[src/rtl/mux_sel_ctrl_pkg.sv]
// Shared encodings for the display mux select controller.
// FSM states and the mux select polarity.
package mux_sel_ctrl_pkg;

  typedef enum logic [1:0] {
    ST_IDLE = 2'd0,
    ST_G0   = 2'd1,
    ST_G1   = 2'd2
  } state_e;

  localparam logic SEL_IN0 = 1'b1;
  localparam logic SEL_IN1 = 1'b0;

endpackage

[src/rtl/mux_sel_ctrl_key_debounce.sv]
// Push-button synchroniser, stability filter and press pulse.
// press is a one-cycle registered pulse on a debounced 1->0 edge.
module key_debounce #(
  parameter int unsigned DB_CYCLES = 1000000,
  parameter int unsigned CNT_W     = 26
) (
  input  logic CLOCK_50,
  input  logic resetn,
  input  logic key_n,
  output logic press
);

  logic             key_s1_q, key_s2_q;
  logic             key_db_q, key_db_d;
  logic [CNT_W-1:0] cnt_q, cnt_d;
  logic             press_q, press_d;

  always_ff @(posedge CLOCK_50 or negedge resetn) begin
    if (!resetn) begin
      key_s1_q <= 1'b1;
      key_s2_q <= 1'b1;
      key_db_q <= 1'b1;
      cnt_q    <= '0;
      press_q  <= 1'b0;
    end else begin
      key_s1_q <= key_n;
      key_s2_q <= key_s1_q;
      key_db_q <= key_db_d;
      cnt_q    <= cnt_d;
      press_q  <= press_d;
    end
  end

  // Accept the new level on the DB_CYCLES-th consecutive differing cycle.
  always_comb begin
    cnt_d    = '0;
    key_db_d = key_db_q;
    if (key_s2_q != key_db_q) begin
      if (cnt_q == CNT_W'(DB_CYCLES - 1)) begin
        key_db_d = key_s2_q;
      end else begin
        cnt_d = cnt_q + CNT_W'(1);
      end
    end
    press_d = key_db_q & ~key_db_d;
  end

  assign press = press_q;

endmodule

[src/rtl/mux_sel_ctrl.sv]
// Select controller for the 7-bit 2:1 display mux.
// Round-robin arbitration with grant hold, or manual key toggle.
module mux_sel_ctrl
  import mux_sel_ctrl_pkg::*;
#(
  parameter int unsigned HOLD_CYCLES = 50000000,
  parameter int unsigned DB_CYCLES   = 1000000,
  parameter int unsigned CNT_W       = 26
) (
  input  logic       CLOCK_50,
  input  logic       resetn,
  input  logic       mode,
  input  logic       key_n,
  input  logic       req0,
  input  logic       req1,
  output logic       sel,
  output logic       grant0,
  output logic       grant1,
  output logic [1:0] state
);

  logic             mode_s1_q, mode_s2_q;
  state_e           state_q, state_d;
  logic             sel_q, sel_d;
  logic             last_q, last_d;
  logic [CNT_W-1:0] hold_q, hold_d;
  logic             hold_done;
  logic             press;
  logic             go0, go1;

  key_debounce #(
    .DB_CYCLES (DB_CYCLES),
    .CNT_W     (CNT_W)
  ) u_key (
    .CLOCK_50 (CLOCK_50),
    .resetn   (resetn),
    .key_n    (key_n),
    .press    (press)
  );

  always_ff @(posedge CLOCK_50 or negedge resetn) begin
    if (!resetn) begin
      mode_s1_q <= 1'b0;
      mode_s2_q <= 1'b0;
      state_q   <= ST_IDLE;
      sel_q     <= SEL_IN0;
      last_q    <= 1'b1;
      hold_q    <= '0;
    end else begin
      mode_s1_q <= mode;
      mode_s2_q <= mode_s1_q;
      state_q   <= state_d;
      sel_q     <= sel_d;
      last_q    <= last_d;
      hold_q    <= hold_d;
    end
  end

  assign hold_done = (hold_q == CNT_W'(HOLD_CYCLES));

  always_comb begin
    state_d = state_q;
    sel_d   = sel_q;
    last_d  = last_q;
    hold_d  = hold_q;
    go0     = 1'b0;
    go1     = 1'b0;
    if (mode_s2_q) begin
      state_d = ST_IDLE;
      hold_d  = '0;
      if (press) sel_d = ~sel_q;
    end else begin
      unique case (state_q)
        ST_IDLE: begin
          if (req0 && (!req1 || last_q)) go0 = 1'b1;
          else if (req1)                 go1 = 1'b1;
        end
        ST_G0: begin
          if (!hold_done) hold_d = hold_q + CNT_W'(1);
          else if (req1)  go1 = 1'b1;
          else if (!req0) state_d = ST_IDLE;
        end
        ST_G1: begin
          if (!hold_done) hold_d = hold_q + CNT_W'(1);
          else if (req0)  go0 = 1'b1;
          else if (!req1) state_d = ST_IDLE;
        end
        default: state_d = ST_IDLE;
      endcase
      if (go0) begin
        state_d = ST_G0;
        sel_d   = SEL_IN0;
        last_d  = 1'b0;
        hold_d  = '0;
      end
      if (go1) begin
        state_d = ST_G1;
        sel_d   = SEL_IN1;
        last_d  = 1'b1;
        hold_d  = '0;
      end
    end
  end

  assign sel    = sel_q;
  assign grant0 = (state_q == ST_G0);
  assign grant1 = (state_q == ST_G1);
  assign state  = state_q;

endmodule

[config.mk]
export PLATFORM = sky130hd
export DESIGN_NAME = mux_sel_ctrl
export DESIGN_NICKNAME = d
export VERILOG_FILES = /design/src/rtl/mux_sel_ctrl_pkg.sv /design/src/rtl/mux_sel_ctrl_key_debounce.sv /design/src/rtl/mux_sel_ctrl.sv
export SDC_FILE = /design/constraint.sdc
export NUM_CORES = 1
export LEC_CHECK = 0
export CAP_MARGIN = 25
export CORE_MARGIN = 8
export CORE_UTILIZATION = 30
export DETAILED_ROUTE_END_ITERATION = 10
export DONT_BUFFER_PORTS = 1
export SLEW_MARGIN = 20
export SYNTH_ARGS = -nofsm -noshare
export SYNTH_HDL_FRONTEND = slang
export SYNTH_HIERARCHICAL = 1
export SYNTH_SLANG_ARGS = --single-unit
[constraint.sdc]
create_clock -name CLOCK_50 -period 2.7 [get_ports CLOCK_50]
set_input_delay 0.54 -clock CLOCK_50 [delete_from_list [all_inputs] [get_ports CLOCK_50]]
set_output_delay 0.54 -clock CLOCK_50 [all_outputs]
set_load 0.1 [all_outputs]
==> flow_metrics.py <==
metrics = {
    "status": {
        "status": "finished, final reports clean",
    },
    "pwr": {
        "power.total_w": 0.00211,
        "ir_worst_vdd_v": 0.000331,
        "power_leakage_nw": 1.43,
        "power_density_mw_per_mm2": 581,
    },
    "synthesis": {
        "yosys.area_share.simple_pct": 27.1,
        "synth_ff_type": "dfrtp_1",
        "async_reset_ff_share_pct": 100,
        "synth_xor_area_share_pct": 9.25,
        "synth_compound_area_share_pct": 9.17,
        "muxShareOfSynthArea_pct": 0.660,
        "synth.distinct_cells": 46,
        "syn-mean-instance-area_um2": 9.76,
        "netlist_area_mm2": 0.00322,
        "yosys.area_share.adder_pct": 2.72,
        "syn_inst": 330,
        "syn-num-nets": 343,
        "synth_top_family_by_area": "simple AND/OR/NAND/NOR gates",
        "synth_enable_flop_cells": 0,
        "yosysWarnings": 6,
        "synth_seq_cells": 62,
        "ys_seq_area_share_pct": 48.4,
    },
    "sta": {
        "drv_slew": 0,
        "slew_headroom_pct": 63.6,
        "setup_viol": 0,
        "hold_viol_final": 0,
        "rsz0062_at_grt": "no",
        "fin_tns_setup_ns": 0,
        "worstMarginPinSlew_ns": 0.546,
        "fmax_mhz": 470,
        "fin_ws_ns": 0.571,
        "fin_crit_sh_pct": 78.8,
        "fin_worst_skew_ns": 0.00946,
        "min_period_ns": 2.13,
    },
    "worst_setup_path": {
        "required_ns": 2.16,
        "worstPathMaxFanout": 4,
        "worstSetupEndpointType": "primary output",
        "path_class": "flop to primary output",
        "worstSetupStartpointType": "flop",
        "critPathArrivalTime_ns": 1.59,
    },
    "grt": {
        "gr-total-overflow": 0,
        "grt_pass1_vias": 2430,
        "grt_usage_pct": 9.88,
        "grt_pass1_wl_um": 11700,
        "antenna_found_initial": 0,
        "grt_max_degree": 58,
    },
    "floorplan": {
        "die_x_um": 120,
        "core_mm2": 0.0107,
        "io_pins": 11,
        "row_count": 38,
        "dieArea_mm2": 0.0143,
        "start_util_pct": 30.2,
        "die_y_um": 120,
    },
    "cts": {
        "cts.clk_slew.worst_paths_ns": 0.07,
        "numCtsBuffers": 9,
        "cts_setup_buffers": 0,
        "cts_tree": "yes",
        "cts_root_buffer": "clkbuf_8",
        "clock-sinks": 62,
        "cts-htree-levels": 3,
        "clock_path_buffers": 2,
        "clock_latency_ns": 0.34,
    },
    "finish": {
        "drive_above_1_share_pct": 11.6,
        "fin_util_pct": 34.1,
        "finish.instance_area_mm2": 0.00363,
        "area_growth_pct": 12.9,
        "fin_nets": 354,
        "antenna_cells": 0,
    },
    "drt": {
        "drt-pass1-iter-count": 4,
        "drtIter0Drc": 210,
        "wire_per_inst_um": 13.9,
        "vias": 2477,
        "antenna_left": 0,
        "drc": 0,
        "viasPerCell": 5.10,
        "wirelength_um": 6770,
    },
    "min_path": {
        "holdCritPathClass": "primary input to async pin",
    },
    "placed_design": {
        "port_buffers": 0,
        "dpl.hpwl_um": 4550,
        "postPlaceCellArea_mm2": 0.00342,
        "post-place-ws_ns": 0.621,
        "gp_congestion": 0.807,
    },
    "run": {
        "cap_viol_max_count": 0,
    },
}
==> cell families (layout without fill, tap and decap cells) <==
kind of cell	after synthesis	after routing
multiplexers	2	2
buffers and inverters	21	37
adder cells (fa/ha/maj)	7	7
AO/OA/AOI/OAI	48	48
XOR/XNOR	34	34
AND/OR/NAND/NOR	156	156
flip-flops	62	62
==> critical path, cell delays in order (launching register included) <==
cell and delay, ns:
dfrtp_2 0.36, buf_4 0.31, ha_1 0.27, buf_4 0.31
==> layer usage <==
layer	GRT usage, %	up-vias	wire (µm)
li1	-	1221	-
met1	12.5	1203	3210
met2	15.7	47	3200
met3	3.48	6	310
met4	2.50	0	42
met5	0	-	0
==> through the flow <==
| stage | hold WS, ns | cells |
|---|---|---|
| final | 0.0391 | 486 |
| after global routing | 0.00731 | 486 |
| after CTS | 0.0197 | 486 |
| after detailed placement | 0.249 | 469 |
| after global placement | 0.249 | 469 |
| after floorplan | 0.244 | 330 |
==> sequential cells by signal, indices dropped and copies added, names as in the netlist <==
register / flops
hold_q: 26
last_q: 1
mode_s1_q: 1
mode_s2_q: 1
sel: 1
state: 2
u_key/cnt_q: 26
u_key/key_db_q: 1
u_key/key_s1_q: 1
u_key/key_s2_q: 1
u_key/press: 1
==> layout make-up <==
class,count,area [µm²]
repair buffers,9,87.6
clock buffers,10,128
flip-flops and latches,62,1560
well taps,140,175
inverters,12,45.0
fillers,1099,7020
multi-input cells,247,1580
clock inverters,6,62.6
==> synth_stat cells, types with 2 or more instances <==
cell / instances / area, µm²
a21oi_1: 18 / 90.1
a31o_2: 2 / 17.5
a41oi_1: 2 / 17.5
and2_1: 4 / 25.0
and3_1: 10 / 62.6
and4_1: 6 / 52.6
buf_2: 5 / 25.0
clkbuf_1: 3 / 11.3
dfrtp_1: 57 / 1430
dfstp_2: 5 / 131
ha_1: 7 / 87.6
inv_1: 12 / 45.0
nand2_1: 15 / 56.3
nand3_1: 15 / 75.1
nand4_1: 18 / 113
nor2_1: 43 / 161
nor3_1: 6 / 30.0
nor3b_1: 3 / 22.5
nor4_1: 5 / 31.3
o21a_1: 2 / 15.0
o21ai_0: 11 / 55.1
o31ai_1: 6 / 45.0
or3_1: 11 / 68.8
or4_1: 9 / 67.6
or4_4: 2 / 22.5
xnor2_1: 18 / 158
xor2_1: 16 / 140
==> cell usage in the layout, fill, tap and decap left out, types with 8 or more instances in the layout <==
master	Yosys	routed
nor2_1	43	43
or3_1	11	11
nand2_1	15	15
o21ai_0	11	11
buf_4	1	8
xor2_1	16	16
inv_1	12	12
and3_1	10	10
xnor2_1	18	18
nand3_1	15	15
dfrtp_1	57	55
a21oi_1	18	18
clkbuf_8	0	9
or4_1	9	9
nand4_1	18	18
==> power breakdown <==
part	switching [W]	leakage [nW]	internal [W]
sequential	0.0000606	0.837	0.000966
clock	0.000376	0.0883	0.000423
combinational	0.000201	0.499	0.0000861
==> worst paths after layout <==
kind / depth (start not counted) / slack (ns) / end / start
max: 3 / 0.57 / grant0 / state[0]
min: 0 / 0.04 / last_q / resetn
max reg2reg: 6 / 0.59 / hold_q[13] / state[1]
min reg2reg: 0 / 0.35 / u_key/key_s2_q / u_key/key_s1_q
max in group asynchronous: 1 / 2.38 / u_key/cnt_q[19] / resetn
min in group CLOCK_50: 0 / 0.20 / u_key/key_s1_q / key_n
==> timing repair <==
item	in CTS	in global routing
resized for setup	0	0
hold endpoints to repair	57	0
hold buffers	1	0
Note: power is estimated with default switching activity, not from simulation.
